File: src/rtl/fft_r2_ctrl_if.sv
// fft_r2_ctrl_if
// Control/status bundle between the radix-2 FFT sequencer and its
// two-bank butterfly datapath.
//   master : the controller (drives strobes, addresses, swaps, twiddle, status)
//   slave  : the datapath / host side (drives start and the global enable valid)
// Signals:
//   start, valid                      host -> controller
//   busy, done, input_done, stage     status
//   in_bank                           bank of the current load sample
//   we_b*/re_b*, waddr_b*/raddr_b*    bank strobes and addresses
//   swap0_en, swap1_en, tw_addr       datapath steering
//   out_valid, out_sel                unload data qualifiers
interface fft_r2_ctrl_if #(
    parameter int LOG2N = 6
);
    localparam int AW = LOG2N - 1;
    localparam int SW = $clog2(LOG2N + 1);

    logic          start;
    logic          valid;
    logic          busy;
    logic          done;
    logic          input_done;
    logic          in_bank;
    logic          we_b0;
    logic          we_b1;
    logic          re_b0;
    logic          re_b1;
    logic [AW-1:0] waddr_b0;
    logic [AW-1:0] waddr_b1;
    logic [AW-1:0] raddr_b0;
    logic [AW-1:0] raddr_b1;
    logic          swap0_en;
    logic          swap1_en;
    logic [AW-1:0] tw_addr;
    logic [SW-1:0] stage;
    logic          out_valid;
    logic          out_sel;

    modport master (
        input  start, valid,
        output busy, done, input_done, in_bank,
        output we_b0, we_b1, re_b0, re_b1,
        output waddr_b0, waddr_b1, raddr_b0, raddr_b1,
        output swap0_en, swap1_en, tw_addr, stage,
        output out_valid, out_sel
    );

    modport slave (
        output start, valid,
        input  busy, done, input_done, in_bank,
        input  we_b0, we_b1, re_b0, re_b1,
        input  waddr_b0, waddr_b1, raddr_b0, raddr_b1,
        input  swap0_en, swap1_en, tw_addr, stage,
        input  out_valid, out_sel
    );
endinterface

File: src/rtl/fft_r2_ctrl.sv
// fft_r2_ctrl
// Sequencer for an in-place radix-2 DIF FFT over two dual-port SRAM banks.
// Point i lives in bank XOR-reduce(i) at address i>>1, so the two operands
// of every butterfly always sit in different banks.
// Phases: LOAD (N writes), LOG2N x {COMPUTE (N/2 reads), DRAIN (BF_LAT+1
// idle cycles)}, UNLOAD (N reads), then a one-cycle done pulse.
// Ports:
//   clk  - clock, rising edge
//   nrst - synchronous active-low reset
//   bus  - fft_r2_ctrl_if.master (strobes, addresses, swaps, twiddle, status)
// Parameters: LOG2N (log2 of length, >= 2), BF_LAT (butterfly latency, >= 1).
// Optional feature macro: FFT_CTRL_NATURAL_ORDER_EN -- when defined, UNLOAD
// reads in bit-reversed address order so results leave in natural order.
// valid is a global enable: with valid=0 nothing advances and all
// strobes/pulses (re, we, out_valid, done) are forced low.
module fft_r2_ctrl #(
    parameter int LOG2N  = 6,
    parameter int BF_LAT = 3
) (
    input  logic          clk,
    input  logic          nrst,
    fft_r2_ctrl_if.master bus
);
    localparam int AW = LOG2N - 1;
    localparam int N  = 1 << LOG2N;
    localparam int SW = $clog2(LOG2N + 1);
    localparam int BW = $clog2(BF_LAT + 1);
    localparam int CW = (LOG2N > BW) ? LOG2N : BW;
    localparam int PD = BF_LAT + 1;        // read-issue to write-back distance
    localparam int PW = 3 + 2 * AW;        // {re0, re1, swap, addr0, addr1}

    typedef enum logic [2:0] {IDLE, LOAD, COMPUTE, DRAIN, UNLOAD} state_t;

    state_t        state_reg, state_next;
    logic [CW-1:0] cnt_reg, cnt_next;
    logic [SW-1:0] stage_reg, stage_next;
    logic          done_reg, done_next;
    logic          swap0_reg;
    logic [AW-1:0] tw_reg;
    logic          out_valid_reg;
    logic          out_sel_reg;
    logic [PD-1:0][PW-1:0] pipe_reg;

    logic          en;
    assign en = bus.valid;

    // ---------------- FSM ----------------
    always_ff @(posedge clk) begin
        if (!nrst) begin
            state_reg <= IDLE;
            cnt_reg   <= '0;
            stage_reg <= '0;
        end else if (en) begin
            state_reg <= state_next;
            cnt_reg   <= cnt_next;
            stage_reg <= stage_next;
        end
    end

    always_comb begin
        state_next = state_reg;
        cnt_next   = cnt_reg;
        stage_next = stage_reg;
        done_next  = 1'b0;
        unique case (state_reg)
            IDLE: begin
                if (bus.start) begin
                    state_next = LOAD;
                    cnt_next   = '0;
                    stage_next = '0;
                end
            end
            LOAD: begin
                if (cnt_reg == CW'(N - 1)) begin
                    state_next = COMPUTE;
                    cnt_next   = '0;
                    stage_next = '0;
                end else begin
                    cnt_next = cnt_reg + 1'b1;
                end
            end
            COMPUTE: begin
                if (cnt_reg == CW'(N / 2 - 1)) begin
                    state_next = DRAIN;
                    cnt_next   = '0;
                end else begin
                    cnt_next = cnt_reg + 1'b1;
                end
            end
            DRAIN: begin
                // BF_LAT+1 idle cycles let the final write-back of this
                // stage land before the next stage reads the same words.
                if (cnt_reg == CW'(BF_LAT)) begin
                    cnt_next = '0;
                    if (stage_reg == SW'(LOG2N - 1)) begin
                        state_next = UNLOAD;
                    end else begin
                        state_next = COMPUTE;
                        stage_next = stage_reg + 1'b1;
                    end
                end else begin
                    cnt_next = cnt_reg + 1'b1;
                end
            end
            UNLOAD: begin
                if (cnt_reg == CW'(N - 1)) begin
                    state_next = IDLE;
                    cnt_next   = '0;
                    stage_next = '0;
                    done_next  = 1'b1;
                end else begin
                    cnt_next = cnt_reg + 1'b1;
                end
            end
            default: state_next = IDLE;
        endcase
    end

    // ---------------- butterfly operand addressing ----------------
    // a = k with a zero inserted at bit p = LOG2N-1-stage; b = a + 2**p.
    // Bit p of a is zero, so the add is just an OR.
    logic [SW-1:0]    shift_p;
    logic [LOG2N-1:0] kx, lo_mask, a_idx, b_idx;
    logic [AW-1:0]    tw_calc;

    assign shift_p = SW'(LOG2N - 1) - stage_reg;
    assign kx      = {1'b0, cnt_reg[AW-1:0]};
    assign lo_mask = (LOG2N'(1) << shift_p) - LOG2N'(1);
    assign a_idx   = ((kx & ~lo_mask) << 1) | (kx & lo_mask);
    assign b_idx   = a_idx | (LOG2N'(1) << shift_p);
    assign tw_calc = AW'((kx & lo_mask) << stage_reg);

    // Unload index: memory order by default, bit-reversed for natural order.
    logic [LOG2N-1:0] u_idx;
`ifdef FFT_CTRL_NATURAL_ORDER_EN
    generate
        for (genvar gi = 0; gi < LOG2N; gi++) begin : g_rev
            assign u_idx[gi] = cnt_reg[LOG2N-1-gi];
        end
    endgenerate
`else
    assign u_idx = cnt_reg[LOG2N-1:0];
`endif

    // ---------------- read issue ----------------
    logic          rd_re0, rd_re1, rd_swap;
    logic [AW-1:0] rd_a0, rd_a1;
    logic [PW-1:0] pipe_in;

    always_comb begin
        rd_re0  = 1'b0;
        rd_re1  = 1'b0;
        rd_swap = 1'b0;
        rd_a0   = '0;
        rd_a1   = '0;
        pipe_in = '0;
        unique case (state_reg)
            COMPUTE: begin
                rd_re0  = 1'b1;
                rd_re1  = 1'b1;
                rd_swap = ^a_idx;
                if (rd_swap) begin
                    rd_a0 = b_idx[LOG2N-1:1];
                    rd_a1 = a_idx[LOG2N-1:1];
                end else begin
                    rd_a0 = a_idx[LOG2N-1:1];
                    rd_a1 = b_idx[LOG2N-1:1];
                end
                // Only butterfly reads feed the write-back pipe; unload
                // reads must never turn into writes.
                pipe_in = {1'b1, 1'b1, rd_swap, rd_a0, rd_a1};
            end
            UNLOAD: begin
                if (^u_idx) begin
                    rd_re1 = 1'b1;
                    rd_a1  = u_idx[LOG2N-1:1];
                end else begin
                    rd_re0 = 1'b1;
                    rd_a0  = u_idx[LOG2N-1:1];
                end
            end
            default: ;
        endcase
    end

    // ---------------- registered read-side and write-back pipe ----------------
    always_ff @(posedge clk) begin
        if (!nrst) begin
            swap0_reg     <= 1'b0;
            tw_reg        <= '0;
            out_valid_reg <= 1'b0;
            out_sel_reg   <= 1'b0;
            done_reg      <= 1'b0;
            pipe_reg      <= '0;
        end else if (en) begin
            swap0_reg     <= rd_swap;
            tw_reg        <= (state_reg == COMPUTE) ? tw_calc : '0;
            out_valid_reg <= (state_reg == UNLOAD);
            out_sel_reg   <= (state_reg == UNLOAD) & (^u_idx);
            done_reg      <= done_next;
            pipe_reg[0]   <= pipe_in;
            for (int i = 1; i < PD; i++) begin
                pipe_reg[i] <= pipe_reg[i-1];
            end
        end
    end

    logic [PW-1:0] pipe_out;
    logic          wb_re0, wb_re1, wb_swap;
    logic [AW-1:0] wb_a0, wb_a1;
    assign pipe_out = pipe_reg[PD-1];
    assign wb_re0   = pipe_out[PW-1];
    assign wb_re1   = pipe_out[PW-2];
    assign wb_swap  = pipe_out[PW-3];
    assign wb_a0    = pipe_out[2*AW-1:AW];
    assign wb_a1    = pipe_out[AW-1:0];

    // LOAD writes go straight to the bank; the pipe is empty during LOAD.
    logic ld_act, ld_bank;
    assign ld_act  = (state_reg == LOAD);
    assign ld_bank = ^cnt_reg[LOG2N-1:0];

    // ---------------- outputs ----------------
    assign bus.busy       = (state_reg != IDLE);
    assign bus.done       = en & done_reg;
    assign bus.input_done = (state_reg == COMPUTE) || (state_reg == DRAIN) ||
                            (state_reg == UNLOAD);
    assign bus.in_bank    = ld_act & ld_bank;
    assign bus.we_b0      = en & ((ld_act & ~ld_bank) | wb_re0);
    assign bus.we_b1      = en & ((ld_act & ld_bank) | wb_re1);
    assign bus.waddr_b0   = ld_act ? cnt_reg[LOG2N-1:1] : wb_a0;
    assign bus.waddr_b1   = ld_act ? cnt_reg[LOG2N-1:1] : wb_a1;
    assign bus.re_b0      = en & rd_re0;
    assign bus.re_b1      = en & rd_re1;
    assign bus.raddr_b0   = rd_a0;
    assign bus.raddr_b1   = rd_a1;
    assign bus.swap0_en   = swap0_reg;
    assign bus.swap1_en   = wb_swap;
    assign bus.tw_addr    = tw_reg;
    assign bus.stage      = stage_reg;
    assign bus.out_valid  = en & out_valid_reg;
    assign bus.out_sel    = out_sel_reg;
endmodule

File: src/flat_wrapper.sv
// flat-port wrapper written by rule: the top's interface ports become plain ports
module fft_r2_ctrl_flat 
#(
    parameter int LOG2N  = 6,
    parameter int BF_LAT = 3
)
  (clk, nrst, bus_start, bus_valid, bus_busy, bus_done, bus_input_done, bus_in_bank, bus_we_b0, bus_we_b1, bus_re_b0, bus_re_b1, bus_waddr_b0, bus_waddr_b1, bus_raddr_b0, bus_raddr_b1, bus_swap0_en, bus_swap1_en, bus_tw_addr, bus_stage, bus_out_valid, bus_out_sel);
  fft_r2_ctrl_if #(.LOG2N(LOG2N)) bus_i ();
  input  logic clk;
  input  logic nrst;
  input wire logic [$bits(bus_i.start)-1:0] bus_start;
  input wire logic [$bits(bus_i.valid)-1:0] bus_valid;
  output wire logic [$bits(bus_i.busy)-1:0] bus_busy;
  output wire logic [$bits(bus_i.done)-1:0] bus_done;
  output wire logic [$bits(bus_i.input_done)-1:0] bus_input_done;
  output wire logic [$bits(bus_i.in_bank)-1:0] bus_in_bank;
  output wire logic [$bits(bus_i.we_b0)-1:0] bus_we_b0;
  output wire logic [$bits(bus_i.we_b1)-1:0] bus_we_b1;
  output wire logic [$bits(bus_i.re_b0)-1:0] bus_re_b0;
  output wire logic [$bits(bus_i.re_b1)-1:0] bus_re_b1;
  output wire logic [$bits(bus_i.waddr_b0)-1:0] bus_waddr_b0;
  output wire logic [$bits(bus_i.waddr_b1)-1:0] bus_waddr_b1;
  output wire logic [$bits(bus_i.raddr_b0)-1:0] bus_raddr_b0;
  output wire logic [$bits(bus_i.raddr_b1)-1:0] bus_raddr_b1;
  output wire logic [$bits(bus_i.swap0_en)-1:0] bus_swap0_en;
  output wire logic [$bits(bus_i.swap1_en)-1:0] bus_swap1_en;
  output wire logic [$bits(bus_i.tw_addr)-1:0] bus_tw_addr;
  output wire logic [$bits(bus_i.stage)-1:0] bus_stage;
  output wire logic [$bits(bus_i.out_valid)-1:0] bus_out_valid;
  output wire logic [$bits(bus_i.out_sel)-1:0] bus_out_sel;
  assign bus_i.start = bus_start;
  assign bus_i.valid = bus_valid;
  assign bus_busy = bus_i.busy;
  assign bus_done = bus_i.done;
  assign bus_input_done = bus_i.input_done;
  assign bus_in_bank = bus_i.in_bank;
  assign bus_we_b0 = bus_i.we_b0;
  assign bus_we_b1 = bus_i.we_b1;
  assign bus_re_b0 = bus_i.re_b0;
  assign bus_re_b1 = bus_i.re_b1;
  assign bus_waddr_b0 = bus_i.waddr_b0;
  assign bus_waddr_b1 = bus_i.waddr_b1;
  assign bus_raddr_b0 = bus_i.raddr_b0;
  assign bus_raddr_b1 = bus_i.raddr_b1;
  assign bus_swap0_en = bus_i.swap0_en;
  assign bus_swap1_en = bus_i.swap1_en;
  assign bus_tw_addr = bus_i.tw_addr;
  assign bus_stage = bus_i.stage;
  assign bus_out_valid = bus_i.out_valid;
  assign bus_out_sel = bus_i.out_sel;
  fft_r2_ctrl #(.LOG2N(LOG2N), .BF_LAT(BF_LAT)) u_core (.clk(clk), .nrst(nrst), .bus(bus_i));
endmodule
File: config.mk
export PLATFORM = sky130hd
export DESIGN_NAME = fft_r2_ctrl_flat
export DESIGN_NICKNAME = d
export VERILOG_FILES = /design/src/rtl/fft_r2_ctrl_if.sv /design/src/rtl/fft_r2_ctrl.sv /design/src/flat_wrapper.sv
export SDC_FILE = /design/constraint.sdc
export NUM_CORES = 1
export LEC_CHECK = 0
export CELL_PAD_IN_SITES_DETAIL_PLACEMENT = 0
export CELL_PAD_IN_SITES_GLOBAL_PLACEMENT = 1
export CORE_UTILIZATION = 46
export CTS_CLUSTER_DIAMETER = 30
export CTS_CLUSTER_SIZE = 24
export DETAILED_ROUTE_END_ITERATION = 16
export PLACE_DENSITY_LB_ADDON = 0.2
export SETUP_SLACK_MARGIN = 0.1
export SYNTH_ARGS = -nofsm -noshare
export SYNTH_HDL_FRONTEND = slang
export SYNTH_SLANG_ARGS = --single-unit
File: constraint.sdc
create_clock -name clk -period 6.6 [get_ports clk]
set_clock_uncertainty 0.15 [all_clocks]
set_input_delay 1.32 -clock clk [delete_from_list [all_inputs] [get_ports clk]]
set_output_delay 1.32 -clock clk [all_outputs]
set_load 0.05 [all_outputs]
==> flow_summary.json, run 1 <==
{
  "clockBufferDepth": 2,
  "hp-class": "flop to flop",
  "fin_nets": 467,
  "place_area_um2": 4238,
  "cp.required_ns": 5.13,
  "first_global_vias": 2853,
  "postLayoutCellArea_um2": 4496,
  "track_usage_pct": 21.62,
  "yosysWarnings": 0,
  "setup_violations": 0,
  "grt_antenna_before_repair": 0,
  "ir_drop_mv": 0.2359,
  "globalRouteOverflowTotal": 0,
  "rsz0062_at_grt": "false",
  "fmax_mhz": 162.3,
  "slew_headroom_pct": 29.48,
  "cp_max_fo": 13,
  "min_period_ns": 6.162,
  "synth_cell_types": 54,
  "power.density_nw_per_um2": 234.0,
  "seq_area_um2": 1361,
  "slew_violations": 0,
  "period_share_pct": 93.36,
  "ys_async_sr_fraction_pct": 0,
  "syn_to_final_growth_pct": 19.09,
  "first_pass_iters": 4,
  "vias_per_cell": 5.385,
  "synthesis.nets": 438,
  "synth.yosys.seq_area_share_pct": 36.06,
  "netlist_area_um2": 3775,
  "drive_gt1_share_pct": 10.09,
  "p_leak_uw": 0.001699,
  "largest_register_ffs": 35,
  "netlist_instances": 422,
  "cp-start-kind": "flop",
  "crit_chain": "inv_1 > ha_1 > nand2b_1 > ha_1 > nand4bb_1 > o21ai_1 > a21oi_1 > xnor2_2 > xor2_4 > xor2_2 > o311ai_1 > clkdlybuf4s50_1",
  "status": "finished, final reports clean",
  "setup_tns_ns": 0,
  "nFillCells": 733,
  "grt_max_degree": 66,
  "postCtsHoldBufs": 0,
  "cp_common_cell": "ha_1",
  "path_buf_inv": 2,
  "synth-seq-cells": 68,
  "cp-end-kind": "output port",
  "detailed_place_hpwl_mm": 6.029,
  "clock-sinks": 68,
  "cp_top_family": "buffers and inverters",
  "maxCapViolations": 0,
  "synthTopCellsByCount": "dfxtp_1 (68), nor2b_1 (45), mux2i_1 (41), nor2_1 (33), nand2_1 (24)",
  "core_area_um2": 7848,
  "route.detailed.drc": 0,
  "synth_top_area_share_pct": 36.06,
  "io_pins": 44,
  "root_buffer": "clkbuf_8",
  "placementRows": 32,
  "tightest_slew_ns": 1.056,
  "syn_area_per_cell_um2": 8.945,
  "hold_violations": 0,
  "cts_buffers": 9,
  "gp_congestion": 0.8306,
  "drt_wl_total_mm": 8.816,
  "worstSkewPairLatency_ns": 0.34,
  "synth_edf_count": 0,
  "critical_path_class": "flop to output port",
  "wl_per_cell_um": 15.80,
  "die_y_um": 92.59,
  "synth-main-ff-cell": "dfxtp_1",
  "dieArea_um2": 8573,
  "yosysMostFrequentCell": "dfxtp_1",
  "multi_input_area_um2": 2252,
  "crit_path_max_incr_delay_ns": 0.85,
  "dieWidth_um": 92.59,
  "synth.area.top_cells": "dfxtp_1 (36%), mux2i_1 (11%), nor2b_1 (7.5%)",
  "ctsResizeCount": 0,
  "h-tree-depth": 3,
  "cp.arrival_ns": 4.69,
  "first_iter_violations": 143,
  "ant_nets": 0,
  "grt_pass1_wl_mm": 14.30,
  "vias": 3005,
  "synth_top_area_cell": "dfxtp_1",
  "path_clk_slew_ns": 0.07,
  "cts_tree": "done",
  "slowest_stage": "clkdlybuf4s50_1",
  "postCtsSetupRepairBufs": 0,
  "start_util_pct": 48.10,
  "diodes": 0,
  "numPortBuffers": 43
}
## layout by cell type, fill, tap and decap left out, drive strengths merged, types with 13 or more instances in the layout
master,n
nand2,24
o21ai,19
nand2b,13
dfxtp,68
nor2b,45
inv,16
mux2i,41
nor2,33
nand3,14
clkdlybuf4s50,42
a21oi,13
## report_power, final
part | internal (µW) | switching [µW]
Combinational | 64.9 | 120
Clock | 273 | 162
Sequential | 418 | 15.1
Total | 755 | 296
## per-layer routing
| metal | vias to the layer above | wire length [µm] | GRT usage [%] |
|---|---|---|---|
| li1 | 1525 | - | - |
| met1 | 1408 | 4028 | 27.36 |
| met2 | 52 | 4219 | 35.62 |
| met3 | 20 | 318 | 3.941 |
| met4 | 0 | 249 | 9.896 |
| met5 | - | 0 | 0 |
## cell families after synthesis
kind of cell             Yosys count  share of synthesized area, %
AND/OR/NAND/NOR                  160                         22.84
adder cells (fa/ha/maj)           12                         3.977
XOR/XNOR                          14                         4.342
flip-flops                        68                         36.06
multiplexers                      54                         15.05
AO/OA/AOI/OAI                     72                         13.46
buffers and inverters             42                         4.275
## worst paths after layout
path	from	endpoint	slack, ns	cells past startpoint
worst max-delay path	u_core.bus.stage[1]$_SDFFE_PN0P_	bus_raddr_b0[4]	0.44	12
worst min-delay path	u_core.done_reg$_SDFFE_PN0P_	u_core.done_reg$_SDFFE_PN0P_	0.33	2
worst max register to register	u_core.bus.stage[1]$_SDFFE_PN0P_	u_core.pipe_reg[5]$_SDFFE_PN0P_	2.78	11
worst min register to register	u_core.done_reg$_SDFFE_PN0P_	u_core.done_reg$_SDFFE_PN0P_	0.33	2
## stage by stage
stage	util, %	total power, µW	cells	setup slack, ns	hold slack [ns]
CTS	57.29	1064	558	0.4255	0.3326
finish	57.29	1052	558	0.4379	0.3270
floorplan	-	581.5	422	0.6300	0.3001
detailed placement	54.00	625.6	542	0.8457	0.3217
global placement	54.00	625.4	542	0.9449	0.3126
global route	57.29	1095	558	0.1391	0.3638
## worst min-delay path: stages (launching register included)
cell      delay (ns)
dfxtp_1         0.31
nand2b_1        0.06
a21boi_0        0.06
## cell type report
class / instances / share of cell area (%)
Sequential cell: 68 / 30.28
Clock inverter: 5 / 2.366
Tap cell: 102 / 2.839
Multi-Input combinational cell: 312 / 50.10
Clock buffer: 11 / 3.368
Inverter: 15 / 1.252
Timing Repair Buffer: 45 / 9.797
Note: power is estimated with default switching activity, not from simulation.
==> run 2: changes to the inputs <==
--- a/config.mk
+++ b/config.mk
@@ -11,6 +11,7 @@
 export CTS_CLUSTER_DIAMETER = 30
 export CTS_CLUSTER_SIZE = 24
 export DETAILED_ROUTE_END_ITERATION = 16
+export GPL_TIMING_DRIVEN = 1
 export PLACE_DENSITY_LB_ADDON = 0.2
 export SETUP_SLACK_MARGIN = 0.1
 export SYNTH_ARGS = -nofsm -noshare
==> results of run 2 <==
Same layout as run 1: the final DEF is identical, and so are final timing and power.
